<file path="src/rtl/if_fetch_unit_if.sv">
// Fetch-stage bus bundle: instruction-memory req/ack port, decode valid/ready port
// and the execute redirect port. The master modport is the fetch unit's view.
interface if_fetch_unit_if;
  logic        imem_req;
  logic [31:0] imem_addr;
  logic        imem_ack;
  logic [31:0] imem_rdata;
  logic        id_valid;
  logic        id_ready;
  logic [31:0] instruction;
  logic [31:0] pc;
  logic        redirect;
  logic [31:0] redirect_pc;
  logic        fetch_fault;

  modport master (
    output imem_req, imem_addr, id_valid, instruction, pc, fetch_fault,
    input  imem_ack, imem_rdata, id_ready, redirect, redirect_pc
  );

  modport slave (
    input  imem_req, imem_addr, id_valid, instruction, pc, fetch_fault,
    output imem_ack, imem_rdata, id_ready, redirect, redirect_pc
  );
endinterface

</file>
<file path="src/rtl/if_fetch_unit.sv">
// RISC-V instruction fetch: PC owner, single-outstanding imem reads, 2-entry queue to decode.
// Define IF_MISALIGN_TRAP_EN to halt in FAULT on a misaligned redirect target.
module if_fetch_unit #(
  parameter logic [31:0] RESET_PC  = 32'h0000_0000,
  parameter logic [31:0] NOP_INSTR = 32'h0000_0013
) (
  input  logic            clk,
  input  logic            rst,
  if_fetch_unit_if.master bus
);
`ifdef IF_MISALIGN_TRAP_EN
  typedef enum logic [1:0] {IDLE = 2'd0, WAIT = 2'd1, DROP = 2'd2, FAULT = 2'd3} state_t;
`else
  typedef enum logic [1:0] {IDLE = 2'd0, WAIT = 2'd1, DROP = 2'd2} state_t;
`endif

  state_t      state_q, state_d, resume_st;
  logic [1:0]  count_q, count_d, slot;
  logic [31:0] fpc_q, fpc_d;
  logic [31:0] addr_q, addr_d;
  logic [31:0] head_instr_q, head_pc_q, tail_instr_q, tail_pc_q;
  logic [31:0] tgt;
  logic        push, pop, halted;

`ifdef IF_MISALIGN_TRAP_EN
  logic fault_q, fault_d, misal;
  assign tgt    = bus.redirect_pc;
  assign misal  = |bus.redirect_pc[1:0];
  assign halted = (state_q == FAULT);
`else
  assign tgt    = bus.redirect_pc & 32'hFFFF_FFFC;
  assign halted = 1'b0;
`endif

  always_comb begin
    state_d   = state_q;
    count_d   = count_q;
    fpc_d     = fpc_q;
    push      = 1'b0;
    pop       = (count_q != 2'd0) && bus.id_ready;
    resume_st = WAIT;
`ifdef IF_MISALIGN_TRAP_EN
    fault_d = fault_q;
    if (fault_q) resume_st = FAULT;
`endif
    if (bus.redirect && !halted) begin
      // Redirect wins over ack and pop: flush, retarget, and discard any response.
      count_d = 2'd0;
      fpc_d   = tgt;
`ifdef IF_MISALIGN_TRAP_EN
      if (misal) begin
        fault_d   = 1'b1;
        resume_st = FAULT;
      end
`endif
      if ((state_q == WAIT || state_q == DROP) && !bus.imem_ack) state_d = DROP;
      else state_d = resume_st;
    end else begin
      push    = (state_q == WAIT) && bus.imem_ack;
      count_d = count_q + {1'b0, push} - {1'b0, pop};
      if (push) fpc_d = fpc_q + 32'd4;
      unique case (state_q)
        IDLE:    if (count_d != 2'd2) state_d = WAIT;
        WAIT:    if (bus.imem_ack && count_d == 2'd2) state_d = IDLE;
        DROP:    if (bus.imem_ack) state_d = resume_st;
        default: ;
      endcase
    end
    // The address may only move once the outstanding request has been acked.
    addr_d = (state_d == DROP) ? addr_q : fpc_d;
    slot   = count_q - {1'b0, pop};
  end

  always_ff @(posedge clk) begin
    if (rst) begin
      state_q <= IDLE;
      count_q <= 2'd0;
      fpc_q   <= RESET_PC;
      addr_q  <= RESET_PC;
`ifdef IF_MISALIGN_TRAP_EN
      fault_q <= 1'b0;
`endif
    end else begin
      state_q <= state_d;
      count_q <= count_d;
      fpc_q   <= fpc_d;
      addr_q  <= addr_d;
`ifdef IF_MISALIGN_TRAP_EN
      fault_q <= fault_d;
`endif
    end
  end

  always_ff @(posedge clk) begin
    if (pop) begin
      head_instr_q <= tail_instr_q;
      head_pc_q    <= tail_pc_q;
    end
    if (push) begin
      if (slot == 2'd0) begin
        head_instr_q <= bus.imem_rdata;
        head_pc_q    <= addr_q;
      end else begin
        tail_instr_q <= bus.imem_rdata;
        tail_pc_q    <= addr_q;
      end
    end
  end

  assign bus.imem_req    = (state_q == WAIT) || (state_q == DROP);
  assign bus.imem_addr   = addr_q;
  assign bus.id_valid    = (count_q != 2'd0);
  assign bus.instruction = bus.id_valid ? head_instr_q : NOP_INSTR;
  assign bus.pc          = bus.id_valid ? head_pc_q : fpc_q;
`ifdef IF_MISALIGN_TRAP_EN
  assign bus.fetch_fault = fault_q;
`else
  assign bus.fetch_fault = 1'b0;
`endif
endmodule

</file>
<file path="src/flat_wrapper.sv">
// flat-port wrapper written by rule: the top's interface ports become plain ports
module if_fetch_unit_flat 
#(
  parameter logic [31:0] RESET_PC  = 32'h0000_0000,
  parameter logic [31:0] NOP_INSTR = 32'h0000_0013
)
  (clk, rst, bus_imem_req, bus_imem_addr, bus_id_valid, bus_instruction, bus_pc, bus_fetch_fault, bus_imem_ack, bus_imem_rdata, bus_id_ready, bus_redirect, bus_redirect_pc);
  if_fetch_unit_if bus_i ();
  input  logic clk;
  input  logic rst;
  output wire logic [$bits(bus_i.imem_req)-1:0] bus_imem_req;
  output wire logic [$bits(bus_i.imem_addr)-1:0] bus_imem_addr;
  output wire logic [$bits(bus_i.id_valid)-1:0] bus_id_valid;
  output wire logic [$bits(bus_i.instruction)-1:0] bus_instruction;
  output wire logic [$bits(bus_i.pc)-1:0] bus_pc;
  output wire logic [$bits(bus_i.fetch_fault)-1:0] bus_fetch_fault;
  input wire logic [$bits(bus_i.imem_ack)-1:0] bus_imem_ack;
  input wire logic [$bits(bus_i.imem_rdata)-1:0] bus_imem_rdata;
  input wire logic [$bits(bus_i.id_ready)-1:0] bus_id_ready;
  input wire logic [$bits(bus_i.redirect)-1:0] bus_redirect;
  input wire logic [$bits(bus_i.redirect_pc)-1:0] bus_redirect_pc;
  assign bus_imem_req = bus_i.imem_req;
  assign bus_imem_addr = bus_i.imem_addr;
  assign bus_id_valid = bus_i.id_valid;
  assign bus_instruction = bus_i.instruction;
  assign bus_pc = bus_i.pc;
  assign bus_fetch_fault = bus_i.fetch_fault;
  assign bus_i.imem_ack = bus_imem_ack;
  assign bus_i.imem_rdata = bus_imem_rdata;
  assign bus_i.id_ready = bus_id_ready;
  assign bus_i.redirect = bus_redirect;
  assign bus_i.redirect_pc = bus_redirect_pc;
  if_fetch_unit #(.RESET_PC(RESET_PC), .NOP_INSTR(NOP_INSTR)) u_core (.clk(clk), .rst(rst), .bus(bus_i));
endmodule
</file>
<file path="config.mk">
export PLATFORM = sky130hd
export DESIGN_NAME = if_fetch_unit_flat
export DESIGN_NICKNAME = d
export VERILOG_FILES = /design/src/rtl/if_fetch_unit_if.sv /design/src/rtl/if_fetch_unit.sv /design/src/flat_wrapper.sv
export SDC_FILE = /design/constraint.sdc
export NUM_CORES = 1
export LEC_CHECK = 0
export BUFFER_PORTS_ARGS = -buffer_cell sky130_fd_sc_hd__buf_2
export CORE_ASPECT_RATIO = 1.25
export CORE_MARGIN = 8
export CORE_UTILIZATION = 45
export CTS_BUF_LIST = sky130_fd_sc_hd__clkbuf_2
export DETAILED_ROUTE_END_ITERATION = 10
export PLACE_DENSITY = 0.68
export SYNTH_ARGS = -nofsm -noshare
export SYNTH_HDL_FRONTEND = slang
export SYNTH_SLANG_ARGS = --single-unit
</file>
<file path="constraint.sdc">
create_clock -name clk -period 5.7 [get_ports clk]
set_input_delay 0.285 -clock clk [delete_from_list [all_inputs] [get_ports clk]]
set_output_delay 0.285 -clock clk [all_outputs]
set_load 0.05 [all_outputs]
</file>
==> results of run 1 <==
-- sequential cells by signal, indices dropped and copies added (netlist names) --
name                  flops
u_core.head_instr_q      32
u_core.fpc_q             32
u_core.tail_pc_q         32
u_core.head_pc_q         32
u_core.tail_instr_q      32
u_core.bus.imem_addr     32
u_core.count_q            2
u_core.state_q            2
-- synth_stat cells, types with 3 or more instances --
master,n
nor4_1,4
nand2_1,94
xor2_1,4
a211oi_1,17
a21oi_1,14
and4_1,6
o21ai_0,70
and2_1,35
buf_1,4
nand3_1,8
clkbuf_1,34
edfxtp_1,64
o32a_1,3
nor2_1,36
mux2_2,46
nand2b_1,5
mux2_4,9
dfxtp_1,132
buf_4,3
and3_1,4
nor3_1,13
inv_1,7
mux2i_1,65
nor2b_1,30
nand4_1,5
xnor2_1,22
buf_2,4
ha_1,6
-- area by class of cell --
cell class                 instances  share of cell area [%]
sequential                       196                    43.7
multi-input combinational        528                    35.5
timing repair buffer             242                    15.2
tap                              232                    2.78
clock inverter                    15                    1.61
clock buffer                      17                   0.815
inverter                          10                   0.359
antenna                            1                  0.0240
-- kinds of logic (layout without fill, tap and decap cells) --
family          after synthesis  count (layout)  share of synthesized area, %
simple gates                254             254                          15.4
flops                       196             196                          53.6
mux                         122             122                          15.6
compound gates              119             119                          8.80
buf+inv                      58             284                          3.11
xor+xnor                     26              26                          2.67
fa+ha+maj                     6               6                         0.881
other cells                   1               2                        0.0440
-- how the worst max path moves through the flow --
stage,end,slack [ns],depth (start not counted)
detailed placement,u_core.bus.imem_addr[4],1.95,7
finish,u_core.bus.imem_addr[4],2.02,11
global route,u_core.bus.imem_addr[6],1.76,11
global placement,u_core.bus.imem_addr[18],1.96,7
CTS,u_core.bus.imem_addr[9],2.01,11
floorplan,u_core.tail_instr_q[0],0.02,4
-- power groups by stage --
stage | combinational [W] | clock, W | sequential, W
after floorplan | 0.000321 | 0 | 0.00173
after global placement | 0.000471 | 0 | 0.00169
after detailed placement | 0.000480 | 0 | 0.00170
after CTS | 0.000520 | 0.000742 | 0.00167
after global routing | 0.000563 | 0.000798 | 0.00169
final | 0.000515 | 0.000715 | 0.00167
-- routing by layer --
layer	up-vias	GRT usage [%]	part of all wire (%)
li1	3176	-	-
met1	2987	20.2	43
met2	148	33.2	51
met3	25	4.57	4.5
met4	0	5.79	1.6
met5	-	0	0
-- metrics by stage --
step,power (W),instances
floorplan,0.00205,782
global placement,0.00217,1137
detailed placement,0.00218,1137
CTS,0.00293,1240
global route,0.00305,1241
finish,0.00290,1241
-- worst max-delay path: stages, from the launching register on --
cell and delay, ns:
dfxtp_1 0.42, inv_1 0.08, ha_1 0.24, nand2_1 0.18
inv_1 0.12, ha_1 0.36, nor3b_1 0.20, nand3_1 0.12
a311oi_1 0.40, nor3_2 0.15, nor2_4 0.89, mux2_2 0.42
-- timing repair --
item	in CTS	in global routing
setup endpoints to repair	0	0
resized for setup	0	0
buffers inserted	0	0
hold buffers	71	0
endpoints found under the hold margin	128	0
==> summary.md, run 1 <==
| Metric | Value |
|---|---|
| DRC viols | 0 |
| Post-synthesis async set-or-reset flop share | 0% |
| Worst-skew pair later-pin latency | 0.79 ns |
| Setup TNS | 0 ns |
| Seq pwr share | 57.6% |
| Number of synthesized register bits | 196 |
| Flop2flop setup slack | 2.02 ns |
| RSZ-0062 raised after global routing | false |
| Vias | 6336 |
| Max-slew violation count | 0 |
| Synth area leaders | dfxtp_1 (31%), edfxtp_1 (23%), mux2i_1 (7.6%) |
| Area of the core | 18600 um^2 |
| Vias per Instance | 5.11 |
| Detail Placement HPWL | 13600 um |
| Worst Setup SP | u_core.state_q[1] |
| Top cell type's share of synthesized area | 31.0% |
| Detail Route Antenna Nets | 0 |
| Sequential area share after synthesis | 53.6% |
| Critical path peak fanout | 29 |
| Synth Area per Inst | 10.9 um^2 |
| Most common cell after layout, fill and taps aside | buf_2 |
| Layout overhead on the synthesized area | 22.6% |
| Placed cell area | 9480 um^2 |
| Starting Density | 45.7% |
| Final GP Congestion | 0.778 |
| Startpoint types | flop |
| Pre-CTS setup slack | 1.95 ns |
| Multi-input logic area | 3710 um^2 |
| First DRT Iteration DRCs | 349 |
| Status | finished, final reports clean |
| Hold Slack | 0.0787 ns |
| Final setup viols | 0 |
| I/O Buffers | 164 |
| Layout cells sized above 1 | 27.8% |
| P_sw | 0.000893 W |
| Die Area | 23600 um^2 |
| FP Rows | 56 |
| CP endpoint kind | flop |
| Pwr/cell area | 278 nW/um^2 |
| WHS Path Cells | 3 |
| Final hold viol count | 0 |
| Ys Warns | 0 |
| Final worst slack | 2.02 ns |
| Die Ht | 170 um |
| Clock transition at path regs | 0.27 ns |
| Die W | 139 um |
| Wire per inst | 17.0 um |
| Drt pass-1 iters | 4 |
| Setup CP Type | reg2reg |
| Post-synth EDFFs | 64 |
| CP required | 6.40 ns |
| Mapped Cells | 782 |
| Setup Skew | 0.0321 ns |
| Layout Nets | 1070 |
| TritonCTS buffer count | 17 |
| Final instance area | 10400 um^2 |
| Remaining Overflow, GRT | 0 |
| CTS Buffer Depth | 2 |
| Dominant cell type by area after synthesis | dfxtp_1 |
| Slew margin rel. | 24.6% |
| Htree depth | 4 |
| Achievable Freq | 272 MHz |
| Leak | 4.57 nW |
| Most frequent cells in the layout | buf_2 (164), dfxtp_1 (132), nand2_1 (93) |
| # fillers | 1647 |
| All-Layer GR Usage | 18.1% |
| Cells on worst reg2reg path | 11 |
| Tmin final | 3.68 ns |
| Maxcap violations | 0 |
| Predominant post-synthesis flop cell | dfxtp_1 |
| Clock power share | 24.6% |
| Vias in the first global route | 6561 |
| Switching share of power | 30.8% |
| Reg2Reg Launch Point | u_core.state_q[1] |
| First-pass GRT wire length | 33900 um |
| Top Ports | 168 |
| Crit path DAT | 4.38 ns |
| Final wirelength | 21100 um |
| Worst-Margin Slew | 1.13 ns |
| Pint | 0.00201 W |
| CTS Root Cell | clkbuf_2 |
| CTS tree | done |
| Syn_nets | 857 |
| Hold EP | u_core.fpc_q[26] |
| Initial antenna violation count | 1 |
| Max rail drop VDD | 0.000141 V |
| Fin util | 56.0% |
| Sequential cell area | 4560 um^2 |
| Pin count of the biggest net entering global routing | 95 |
| Hold Crit Start | bus_redirect |
| Reg-to-Reg End | u_core.bus.imem_addr[4] |
| Worst min path class | in2reg |
| Gate power share | 17.8% |
| Synth cell types | 59 |
| Mapped cell area | 8520 um^2 |
| Fin crit share | 64.6% |
| Clk sinks | 196 |
No activity file was read; power rests on OpenSTA's default activity.
==> inputs of run 2 (changes only) <==
==> constraint.sdc (replaced) <==
create_clock -name clk -period 3.3 [get_ports clk]
set_input_delay 0.165 -clock clk [delete_from_list [all_inputs] [get_ports clk]]
set_output_delay 0.165 -clock clk [all_outputs]
set_load 0.05 [all_outputs]
==> summary.md, run 2 (synthesis gave the netlist of run 1 again) <==
| Metric | Value |
|---|---|
| Worst-skew pair later-pin latency | 0.77 ns |
| Tmin final | 3.01 ns |
| Vias in the first global route | 6615 |
| Setup CP Type | reg2reg |
| CTS Buffer Depth | 2 |
| CTS tree | done |
| Startpoint types | flop |
| Placed Cells | 1144 |
| Detail Placement HPWL | 13700 um |
| Die Ht | 170 um |
| Htree depth | 4 |
| Drt pass-1 iters | 5 |
| Worst-Margin Slew | 0.728 ns |
| First-pass GRT wire length | 34100 um |
| DRC viols | 0 |
| Layout Nets | 1091 |
| Top Ports | 168 |
| Critical path peak fanout | 18 |
| Status | finished, final reports clean |
| Clock transition at path regs | 0.33 ns |
| CTS Root Cell | clkbuf_2 |
| Worst Setup SP | u_core.state_q[1] |
| Achievable Freq | 332 MHz |
| Vias | 6453 |
| Hold Slack | 0.102 ns |
| Wire per inst | 16.8 um |
| Final GP Congestion | 0.784 |
| All-Layer GR Usage | 18.0% |
| Crit path buf inv count | 3 |
| Non-filler cells, final | 1262 |
| Layout cells sized above 1 | 28.1% |
| Maxcap violations | 0 |
| Die W | 139 um |
| Fin crit share | 91.4% |
| Crit-path slowest cell | dfxtp_1 |
| Setup Skew | 0.0374 ns |
| Most common cell after layout, fill and taps aside | buf_2 |
| Most frequent cells in the layout | buf_2 (164), dfxtp_1 (132), nand2_1 (93) |
| Max rail drop VDD | 0.000348 V |
| Pwr/cell area | 466 nW/um^2 |
| Slowest stage delay, CP | 0.42 ns |
| Slew margin rel. | 51.5% |
| Leak | 4.69 nW |
| FP Rows | 56 |
| Kind of cell adding the most delay to the critical path | simple AND/OR/NAND/NOR gates |
| Pin count of the biggest net entering global routing | 103 |
| Remaining Overflow, GRT | 0 |
| Layout overhead on the synthesized area | 25.4% |
| Die Area | 23600 um^2 |
| Vias per Instance | 5.11 |
| Final hold viol count | 0 |
| Crit-path cells | inv_1, ha_1, nand2_1, inv_1, ha_1, or3_4, a2111oi_4, nor3_2, nor2_4, buf_4, mux2_2 |
| CP required | 3.98 ns |
| I/O Buffers | 164 |
| Starting Density | 45.7% |
| TritonCTS buffer count | 17 |
| Clk sinks | 196 |
| Post CTS Setup Buffer Count | 0 |
| RSZ-0062 raised after global routing | false |
| Initial antenna violation count | 1 |
| CP endpoint kind | flop |
| First DRT Iteration DRCs | 288 |
| Crit path DAT | 3.69 ns |
| Hold Crit Start | bus_imem_rdata[19] |
| Reg2Reg Launch Point | u_core.state_q[1] |
| Final setup viols | 0 |
| Setup TNS | 0 ns |
| Final wirelength | 21100 um |
| Max-slew violation count | 0 |
| Detail Route Antenna Nets | 0 |
| Worst min path class | in2reg |
| Area of the core | 18600 um^2 |
## run 2: cell count changes in the layout (fill, tap and decap cells not counted), moves of 2 or more
cell,delta
clkinv_8,+3
buf_12,+3
buf_4,+4
inv_8,+4
dlygate4sd3_1,+14
inv_6,-4
bufinv_16,-2
## run 2: power by group
group	internal [W]	switching, W	total [W]
Combinational	0.000373	0.000541	0.000913
Sequential	0.00274	0.000140	0.00288
Clock	0.000255	0.000925	0.00118
Total	0.00337	0.00161	0.00498
## run 2: worst paths after layout
kind / to / slack, ns / depth (start not counted)
worst min register to register: u_core.head_pc_q[30] / 0.49 / 2
worst max register to register: u_core.bus.imem_addr[12] / 0.29 / 11
worst max-delay path: u_core.bus.imem_addr[12] / 0.29 / 11
worst min-delay path: u_core.head_instr_q[19] / 0.10 / 4
## run 2: timing repair
action,in CTS,in global routing
hold buffers,84,1
hold endpoints to repair,130,1
endpoints found under the setup margin,0,13
gates resized for setup,0,1
## run 2: layer usage
metal / routed length (um) / GRT usage (%)
met3: 884 / 3.62
met5: 0 / 0
met1: 9150 / 20.8
met2: 10700 / 32.5
met4: 394 / 7.03
## run 2: cell type report
type                       instances  area, um^2
fill                            1608        7950
sequential                       196        4560
multi-input combinational        528        3720
timing repair buffer             263        1810
tap                              232         290
clock inverter                    15         165
clock buffer                      17        85.1
inverter                          10        37.5
antenna                            1        2.50
## run 2: tightest hold or removal path: stages
cell	delay, ns
dlygate4sd3_1	0.52
buf_2	0.10
nand2_1	0.04
o21ai_0	0.05
## run 2: through the flow
step                      power [W]  util [%]  worst slack [ns]  instance area [um^2]
after CTS                   0.00503      57.2             0.230                 10700
after global placement      0.00375      51.4             0.326                  9570
final                       0.00498      57.3             0.285                 10700
after floorplan             0.00354         -             0.447                  8530
after detailed placement    0.00377      51.4             0.287                  9570
after global routing        0.00525      57.3            0.0429                 10700
==> inputs of run 3 (changes only) <==
--- a/config.mk
+++ b/config.mk
@@ -5,7 +5,7 @@
 export SDC_FILE = /design/constraint.sdc
 export NUM_CORES = 1
 export LEC_CHECK = 0
-export BUFFER_PORTS_ARGS = -buffer_cell sky130_fd_sc_hd__buf_2
+export BUFFER_PORTS_ARGS = -buffer_cell sky130_fd_sc_hd__clkbuf_2
 export CORE_ASPECT_RATIO = 1.25
 export CORE_MARGIN = 8
 export CORE_UTILIZATION = 45
==> summary.md, run 3 (synthesis gave the netlist of run 1 again) <==
| Metric | Value |
|---|---|
| DRC viols | 0 |
| Top Ports | 168 |
| Crit path DAT | 3.68 ns |
| Leak | 4.61 nW |
| Gate power share | 18.1% |
| CP required | 3.97 ns |
| Worst-Margin Slew | 0.807 ns |
| Vias | 6390 |
| Die W | 139 um |
| TritonCTS buffer count | 17 |
| Setup Skew | 0.0410 ns |
| Setup CP Type | reg2reg |
| Slew margin rel. | 46.2% |
| Clock transition at path regs | 0.30 ns |
| Final GP Congestion | 0.780 |
| Pwr/cell area | 470 nW/um^2 |
| Kind of cell adding the most delay to the critical path | simple AND/OR/NAND/NOR gates |
| Maxcap violations | 0 |
| Status | finished, final reports clean |
| Initial antenna violation count | 1 |
| FP Rows | 56 |
| Starting Density | 45.7% |
| P_sw | 0.00157 W |
| Post CTS Setup Buffer Count | 0 |
| Remaining Overflow, GRT | 0 |
| Layout Nets | 1082 |
| Detail Route Antenna Nets | 0 |
| RSZ-0062 raised after global routing | false |
| CTS Buffer Depth | 2 |
| CTS tree | done |
| Layout overhead on the synthesized area | 24.6% |
| Crit-path slowest cell | dfxtp_1 |
| Area of the core | 18600 um^2 |
| Die Ht | 170 um |
| Final hold viol count | 0 |
| Max-slew violation count | 0 |
| Clock power share | 24.0% |
| Detail Placement HPWL | 13900 um |
| Final worst slack | 0.284 ns |
| Worst-skew pair later-pin latency | 0.74 ns |
| First-pass GRT wire length | 33700 um |
| Die Area | 23600 um^2 |
| Htree depth | 4 |
| Placed cell area | 9580 um^2 |
| Max rail drop VDD | 0.000310 V |
| Layout cells sized above 1 | 28.3% |
| Pin count of the biggest net entering global routing | 129 |
| Final setup viols | 0 |
| Pint | 0.00342 W |
| Switching share of power | 31.4% |
| Fin crit share | 91.4% |
| Worst min path class | in2reg |
| Pre-CTS setup slack | 0.219 ns |
| Critical path peak fanout | 15 |
| Startpoint types | flop |
| Setup TNS | 0 ns |
| Tmin final | 3.02 ns |
| Vias per Instance | 5.10 |
| Crit path buf inv count | 3 |
| I/O Buffers | 164 |
| Seq pwr share | 57.9% |
| All-Layer GR Usage | 17.8% |
| Final wirelength | 20700 um |
| Crit-path cells | inv_1, ha_1, nand2_2, inv_1, ha_1, or3_4, a2111oi_4, nor3_2, nor2_4, buf_12, mux2_2 |
| Most common cell after layout, fill and taps aside | clkbuf_2 |
| CP endpoint kind | flop |
| CTS Root Cell | clkbuf_2 |
| Most frequent cells in the layout | clkbuf_2 (181), dfxtp_1 (132), nand2_1 (92) |
| Clk sinks | 196 |
| Drt pass-1 iters | 4 |
| First DRT Iteration DRCs | 245 |
| Wire per inst | 16.5 um |
| Achievable Freq | 332 MHz |
| Final instance area | 10600 um^2 |
| Slowest stage delay, CP | 0.42 ns |
| Vias in the first global route | 6592 |
[run 3: layout make-up]
| type | count | area, um^2 |
|---|---|---|
| fillers | 1650 | 8030 |
| well taps | 232 | 290 |
| repair buffers | 254 | 1740 |
| flip-flops and latches | 196 | 4560 |
| multi-input cells | 528 | 3730 |
| diodes | 1 | 2.50 |
| clock buffers | 17 | 85.1 |
| inverters | 10 | 37.5 |
| clock inverters | 15 | 166 |
[run 3: power groups by stage]
stage / clock [W] / sequential, W / combinational, W
finish: 0.00120 / 0.00289 / 0.000904
floorplan: 0 / 0.00299 / 0.000556
detailed placement: 0 / 0.00294 / 0.000837
global placement: 0 / 0.00293 / 0.000823
CTS: 0.00126 / 0.00289 / 0.000912
global route: 0.00134 / 0.00292 / 0.000986
[run 3: repair_timing]
item | in CTS | in global routing
resized for setup | 0 | 2
hold buffers | 77 | 0
endpoints found under the hold margin | 130 | 0
setup endpoints to repair | 0 | 29
[run 3: final timing paths]
kind,cells after the start,to,slack [ns],from
min,2,u_core.tail_instr_q[19],0.12,bus_imem_rdata[19]
min reg2reg,2,u_core.head_pc_q[7],0.49,u_core.bus.imem_addr[7]
max reg2reg,11,u_core.bus.imem_addr[18],0.28,u_core.state_q[1]
max,11,u_core.bus.imem_addr[18],0.28,u_core.state_q[1]
[run 3: stage by stage]
stage          hold slack, ns  utilization, %  instances  total power (W)
5_1_grt                0.0229            56.9       1253          0.00525
3_3_place_gp            0.358            51.4       1143          0.00375
4_1_cts                0.0118            56.9       1252          0.00506
2_1_floorplan           0.264               -        782          0.00354
6_report                0.115            56.9       1253          0.00499
3_5_place_dp            0.361            51.4       1143          0.00377
[run 3: routing by layer]
metal / part of all wire (%) / routed length, um / global-route usage (%) / up-vias
met4: 1.8 / 363 / 6.74 / 0
met5: 0 / 0 / 0 / -
met3: 4.4 / 909 / 3.87 / 21
met2: 51 / 10500 / 31.8 / 157
li1: - / - / - / 3192
met1: 43 / 8950 / 20.6 / 3020
